--- config.mk ---
export PLATFORM = sky130hd
export DESIGN_NAME = controle_votacao
export DESIGN_NICKNAME = d
export VERILOG_FILES = /design/src/rtl/votacao_pkg.sv /design/src/rtl/apura_votos.sv /design/src/rtl/controle_votacao.sv
export SDC_FILE = /design/constraint.sdc
export NUM_CORES = 1
export LEC_CHECK = 0
export ABC_AREA = 1
export CORE_ASPECT_RATIO = 1.2
export CORE_MARGIN = 3
export CORE_UTILIZATION = 35
export CTS_CLUSTER_DIAMETER = 30
export CTS_CLUSTER_SIZE = 14
export DETAILED_ROUTE_END_ITERATION = 8
export DONT_BUFFER_PORTS = 1
export SLEW_MARGIN = 10
export SYNTH_ARGS = -nofsm -noshare
export SYNTH_HDL_FRONTEND = slang
export SYNTH_SLANG_ARGS = --single-unit
--- constraint.sdc ---
create_clock -name clock -period 2.9 [get_ports clock]
set_input_delay 0.29 -clock clock [delete_from_list [all_inputs] [get_ports clock]]
set_output_delay 0.29 -clock clock [all_outputs]
set_load 0.1 [all_outputs]
--- src/rtl/votacao_pkg.sv ---
// Shared types and constants for the voting controller: FSM states, debug codes, tally width.
package votacao_pkg;

  localparam int unsigned LARG_VOTO = 3;
  localparam logic [2:0]  NENHUM    = 3'd7;

  typedef logic [LARG_VOTO-1:0] voto_t;

  typedef enum logic [2:0] {
    INICIAL = 3'd0,
    BUSCA   = 3'd1,
    ESPERA  = 3'd2,
    APURA   = 3'd3,
    FIM     = 3'd4
  } estado_t;

  localparam logic [4:0] DB_INICIAL = 5'd0;
  localparam logic [4:0] DB_BUSCA   = 5'd1;
  localparam logic [4:0] DB_ESPERA  = 5'd2;
  localparam logic [4:0] DB_APURA   = 5'd3;
  localparam logic [4:0] DB_FIM     = 5'd4;

  function automatic logic [4:0] codigo_db(estado_t e);
    logic [4:0] r;
    r = DB_INICIAL;
    case (e)
      INICIAL: r = DB_INICIAL;
      BUSCA:   r = DB_BUSCA;
      ESPERA:  r = DB_ESPERA;
      APURA:   r = DB_APURA;
      FIM:     r = DB_FIM;
      default: r = DB_INICIAL;
    endcase
    return r;
  endfunction

endpackage

--- src/rtl/apura_votos.sv ---
// Tally registers plus the one-seat-per-cycle scan that finds the unique maximum.
module apura_votos
  import votacao_pkg::*;
#(
  parameter int unsigned N_JOGADORES = 5
) (
  input  logic       clock,
  input  logic       reset,
  input  logic       limpar,
  input  logic       votar,
  input  logic [2:0] alvo,
  input  logic       apurar,
  output logic       ultimo,
  output logic [2:0] vencedor,
  output logic       empate_res
);

  localparam logic [2:0] ULTIMO = 3'(N_JOGADORES - 1);

  voto_t      tally_q [N_JOGADORES];
  logic [2:0] idx_q;
  voto_t      max_q, max_d, atual;
  logic [2:0] pos_q, pos_d;
  logic       tie_q, tie_d;

  always_comb begin
    atual = tally_q[idx_q];
    max_d = max_q;
    pos_d = pos_q;
    tie_d = tie_q;
    if (idx_q == 3'd0) begin
      max_d = atual;
      pos_d = 3'd0;
      tie_d = 1'b0;
    end else if (atual > max_q) begin
      max_d = atual;
      pos_d = idx_q;
      tie_d = 1'b0;
    end else if (atual == max_q) begin
      tie_d = 1'b1;
    end
  end

  // Result is taken from the next-state view so it is ready on the last scan cycle.
  always_comb begin
    ultimo     = apurar && (idx_q == ULTIMO);
    vencedor   = pos_d;
    empate_res = 1'b0;
    if (max_d == '0 || tie_d) begin
      vencedor   = NENHUM;
      empate_res = 1'b1;
    end
  end

  always_ff @(posedge clock or posedge reset) begin
    if (reset) begin
      for (int i = 0; i < N_JOGADORES; i++) tally_q[i] <= '0;
      idx_q <= '0;
      max_q <= '0;
      pos_q <= '0;
      tie_q <= 1'b0;
    end else begin
      for (int i = 0; i < N_JOGADORES; i++) begin
        if (limpar) begin
          tally_q[i] <= '0;
        end else if (votar && alvo == 3'(i) && tally_q[i] != '1) begin
          tally_q[i] <= tally_q[i] + 1'b1;
        end
      end
      idx_q <= (apurar && !ultimo) ? idx_q + 3'd1 : 3'd0;
      if (apurar) begin
        max_q <= max_d;
        pos_q <= pos_d;
        tie_q <= tie_d;
      end
    end
  end

endmodule

--- src/rtl/controle_votacao.sv ---
// Voting-round FSM: walks the seats, collects votes, then hands off to apura_votos.
// Define AUTOVOTO_EN to let a player vote for themself.
module controle_votacao
  import votacao_pkg::*;
#(
  parameter int unsigned N_JOGADORES = 5
) (
  input  logic                   clock,
  input  logic                   reset,
  input  logic                   iniciar,
  input  logic [N_JOGADORES-1:0] vivos,
  input  logic                   valido,
  input  logic [2:0]             jogador_escolhido,
  input  logic                   passa,
  output logic [2:0]             votante_atual,
  output logic                   aguardando,
  output logic                   fim,
  output logic [2:0]             eliminado,
  output logic                   empate,
  output logic [4:0]             db_estado
);

  localparam logic [2:0] ULTIMO = 3'(N_JOGADORES - 1);

  estado_t                estado_q, estado_d;
  logic [N_JOGADORES-1:0] vivos_q;
  logic [7:0]             vivos_ext;
  logic [2:0]             votante_q, votante_d;
  logic [2:0]             eliminado_q;
  logic                   empate_q;
  logic                   limpar, votar, apurar, ultimo, aceito, auto_ok;
  logic [2:0]             vencedor;
  logic                   empate_res;

  // Seats beyond N_JOGADORES read as dead, which also rejects out-of-range targets.
  assign vivos_ext = 8'(vivos_q);

`ifdef AUTOVOTO_EN
  assign auto_ok = 1'b1;
`else
  assign auto_ok = (jogador_escolhido != votante_q);
`endif

  assign aceito = valido && vivos_ext[jogador_escolhido] && auto_ok;

  always_comb begin
    estado_d  = estado_q;
    votante_d = votante_q;
    limpar    = 1'b0;
    votar     = 1'b0;
    apurar    = 1'b0;
    case (estado_q)
      INICIAL: begin
        if (iniciar) begin
          limpar    = 1'b1;
          votante_d = 3'd0;
          estado_d  = BUSCA;
        end
      end
      BUSCA: begin
        if (vivos_ext[votante_q]) begin
          estado_d = ESPERA;
        end else if (votante_q == ULTIMO) begin
          estado_d = APURA;
        end else begin
          votante_d = votante_q + 3'd1;
        end
      end
      ESPERA: begin
        if (aceito || passa) begin
          votar = aceito;
          if (votante_q == ULTIMO) begin
            estado_d = APURA;
          end else begin
            votante_d = votante_q + 3'd1;
            estado_d  = BUSCA;
          end
        end
      end
      APURA: begin
        apurar = 1'b1;
        if (ultimo) estado_d = FIM;
      end
      FIM:     estado_d = INICIAL;
      default: estado_d = INICIAL;
    endcase
  end

  always_ff @(posedge clock or posedge reset) begin
    if (reset) begin
      estado_q    <= INICIAL;
      votante_q   <= 3'd0;
      vivos_q     <= '0;
      eliminado_q <= NENHUM;
      empate_q    <= 1'b0;
    end else begin
      estado_q  <= estado_d;
      votante_q <= votante_d;
      if (limpar) begin
        vivos_q     <= vivos;
        eliminado_q <= NENHUM;
        empate_q    <= 1'b0;
      end else if (ultimo) begin
        eliminado_q <= vencedor;
        empate_q    <= empate_res;
      end
    end
  end

  apura_votos #(
    .N_JOGADORES(N_JOGADORES)
  ) u_apura (
    .clock     (clock),
    .reset     (reset),
    .limpar    (limpar),
    .votar     (votar),
    .alvo      (jogador_escolhido),
    .apurar    (apurar),
    .ultimo    (ultimo),
    .vencedor  (vencedor),
    .empate_res(empate_res)
  );

  assign votante_atual = votante_q;
  assign aguardando    = (estado_q == ESPERA);
  assign fim           = (estado_q == FIM);
  assign eliminado     = eliminado_q;
  assign empate        = empate_q;
  assign db_estado     = codigo_db(estado_q);

endmodule

==> flow_summary_export.csv <==
group,metric,value,unit
die,row_count,33,
flow_run,maxCapViolations,0,
timing,period_needed,2.48,ns
logic_synthesis,ys_ff_latch,40,
logic_synthesis,async_flop_share,1.00,
pwr,clkPwrFrac,0.160,
timing,slew_viol_final,0,
route,first_pass_iters,4,
setup_path,cp_top_family,"simple AND/OR/NAND/NOR gates",
setup_path,critPathKind,"reg -> reg",
timing,slew_headroom,0.402,
cts,clkTransAtPathRegs,0.08,ns
logic_synthesis,synthFlopType,"dfrtp_1",
logic_synthesis,yosys.area.top_type_share,0.359,
logic_synthesis,synth_seq_area_share,0.390,
logic_synthesis,netlist_instances,363,
die,boundaryPins,27,
cells_and_area,drive_gt1_frac,0.102,
pwr,swShare,0.516,
die,core_area,6980,sq um
timing,setup_viol,0,
status,status,"finished, final reports clean",
pwr,vdd_ir_drop_max,670,uV
cts,clock_sinks,40,
pwr,seqPwrFrac,0.329,
die,dieArea,8430,sq um
cts,cts.hold.buffers_added,0,
setup_path,r2r_end,"empate",
setup_path,reg2reg_from,"u_apura.idx_q[0]",
route,routed_wl,5470,microns
cells_and_area,layout_common_cells,"122 x nand2_1, 43 x inv_1, 37 x nand3_1, 37 x dfrtp_1, 36 x nor2_1",
cts,clock-root-buffer,"clkbuf_8",
logic_synthesis,yosys_warnings,0,
timing,setup_tns,0,ns
logic_synthesis,netlist_area,2580,sq um
setup_path,crit_start,"u_apura.idx_q[0]",
place,portBuffers,0,
timing,whs,0.00221,ns
die,start_util,0.369,
logic_synthesis,synth_area_leaders,"dfrtp_1 36%, nand2_1 18%, ha_1 8.3%",
logic_synthesis,synth_edf_count,0,
global_routing,overflow,0,
timing,tightest_slew,0.897,ns
pwr,power.switching,0.00147,W
route,drc_errors,0,
setup_path,crit_chain,"inv_1 > nand2_1 > nand3_1 > nand3_1 > nand2_1 > ha_1 > a21oi_1 > nand2_1 > nand2_1 > nand2_1 > nand3_1 > nand2_1 > nand3_1 > nand2_1 > nand2_1 > nand2_1",
pwr,leakagePower,1.60,nW
place,gp_routability_congestion,0.858,
pwr,p_comb_frac,0.512,
cells_and_area,finalNetCount,401,
setup_path,path_depth,16,
place,hpwl,4170,microns
cts,cts_buffers,5,
route,vias,2237,
cells_and_area,mostFrequentLayoutCell,"nand2_1",
timing,final.setup.worst_slack,0.425,ns
setup_path,cpPeakStageDelay,0.54,ns
route,ant_nets,0,
setup_path,critPathMostFrequentCell,"nand2_1",
global_routing,grt_start_max_net_pins,41,
place,preCtsSetupSlack,0.452,ns
logic_synthesis,postSynthAreaPerCell,7.10,sq um
logic_synthesis,yosys.area.top_type,"dfrtp_1",
cts,cts_setup_buffers,0,
cts,clock_latency,0.30,ns
timing,rsz0062_at_grt,"no",
setup_path,slowest_stage,"dfrtp_1",
setup_path,worstPathArrival,2.66,ns
timing,hold_viol_final,0,
setup_path,path_buf_inv,1,
pwr,power.density,995,nW/um^2
timing,fin_crit_sh,0.854,
die,die_w,84.3,microns
cts,htree_levels,2,
setup_path,cp-start-kind,"flop",
logic_synthesis,synthDistinctLibCells,31,
cts,cts_resized,0,
pwr,p_int,0.00138,W
setup_path,cp_max_fo,11,
global_routing,grt_pass1_wl,9450,microns
global_routing,grt_pass1_vias,2021,
global_routing,grt_use_total,0.139,
setup_path,r2r_cells,16,
min_path,hp-class,"in -> async",
cts,clockBufferDepth,2,
cells_and_area,num_antenna_cells,0,
setup_path,rrSetupSlack,0.42,ns
route,drt_iter0_markers,75,
cells_and_area,syn_to_final_growth,11.1,%
setup_path,endpoint,"empate",
timing,fmax,0.404,GHz
cts,cts_tree,"built",
timing,skew,0.00920,ns
route,via_per_inst,4.87,
global_routing,antenna_found_initial,0,
setup_path,worstPathRequired,3.08,ns
route,avgRoutedWirePerCell,11.9,microns
setup_path,end_kind,"flop",
die,die_y,100,microns
synth_stat cells, drive strengths merged (2+ instances only):
cell and count:
dfrtp 37, buf 7, dfstp 3, nor4 3, inv 49, nand4 7
ha 17, nand3 37, nor2 39, a31oi 2, o211ai 2, nand3b 2
nand2 127, clkbuf 2, a21oi 2, nor3 6, o21ai 16
registers in the layout, summed over array words and instances, names as in the netlist, 3 cells and up:
signal	cells
vivos_q	5
eliminado	3
u_apura.idx_q	3
u_apura.max_q	3
votante_atual	3
u_apura.tally_q	15
estado_q	3
u_apura.pos_q	3
per-stage QoR:
stage	cells	instance area [sq um]	total power (W)	utilization
after floorplan	364	2580	0.00209	-
after CTS	459	2860	0.00287	0.410
after detailed placement	451	2750	0.00241	0.395
final	459	2860	0.00285	0.410
after global placement	451	2750	0.00238	0.395
after global routing	459	2860	0.00310	0.410
worst min-delay path by stage:
stage | from | endpoint | slack [ns] | cells past startpoint
after global placement | reset | estado_q[1] | 0.34 | 2
after CTS | reset | u_apura.tally_q[8] | 0.02 | 2
after global routing | reset | u_apura.tally_q[8] | 0.05 | 2
after detailed placement | reset | estado_q[1] | 0.34 | 2
after floorplan | vivos[1] | vivos_q[1] | 0.41 | 2
final | reset | votante_atual[0] | 0.002 | 2
routing by layer:
| layer | vias to the layer above | global-route usage | wire [microns] |
|---|---|---|---|
| met1 | 1043 | 0.176 | 2580 |
| met3 | 4 | 0.0369 | 181 |
| met5 | - | 0 | 0 |
| met2 | 29 | 0.229 | 2630 |
| met4 | 0 | 0.0483 | 81 |
| li1 | 1161 | - | - |
worst register-to-register path: cells and delay by family (launching register included):
family | cells | cell delay, ns
AO/OA/AOI/OAI | 1 | 0.13
adder cells (fa/ha/maj) | 1 | 0.30
buffers and inverters | 1 | 0.19
flip-flops | 1 | 0.54
AND/OR/NAND/NOR | 13 | 1.21
cell families after synthesis:
group           Yosys count  synth area share
simple gates            222             0.374
flops                    40             0.390
other cells               1           0.00146
fa+ha+maj                17            0.0826
buf+inv                  58            0.0947
xor+xnor                  2           0.00680
compound gates           23            0.0505
cell type report:
| type | count | area [sq um] |
|---|---|---|
| Fill cell | 723 | 4120 |
| Multi-Input combinational cell | 266 | 1340 |
| Sequential cell | 40 | 1000 |
| Inverter | 49 | 184 |
| Timing Repair Buffer | 9 | 115 |
| Tap cell | 87 | 109 |
| Clock buffer | 6 | 72.6 |
| Clock inverter | 2 | 35.0 |
power groups by stage:
| stage | registers [W] | logic (W) | clock network, W |
|---|---|---|---|
| 2_1_floorplan | 0.00102 | 0.00108 | 0 |
| 6_report | 0.000935 | 0.00146 | 0.000455 |
| 3_3_place_gp | 0.000939 | 0.00145 | 0 |
| 5_1_grt | 0.000955 | 0.00165 | 0.000492 |
| 3_5_place_dp | 0.000945 | 0.00147 | 0 |
| 4_1_cts | 0.000935 | 0.00147 | 0.000470 |
Power figures use the tool's default switching activity.
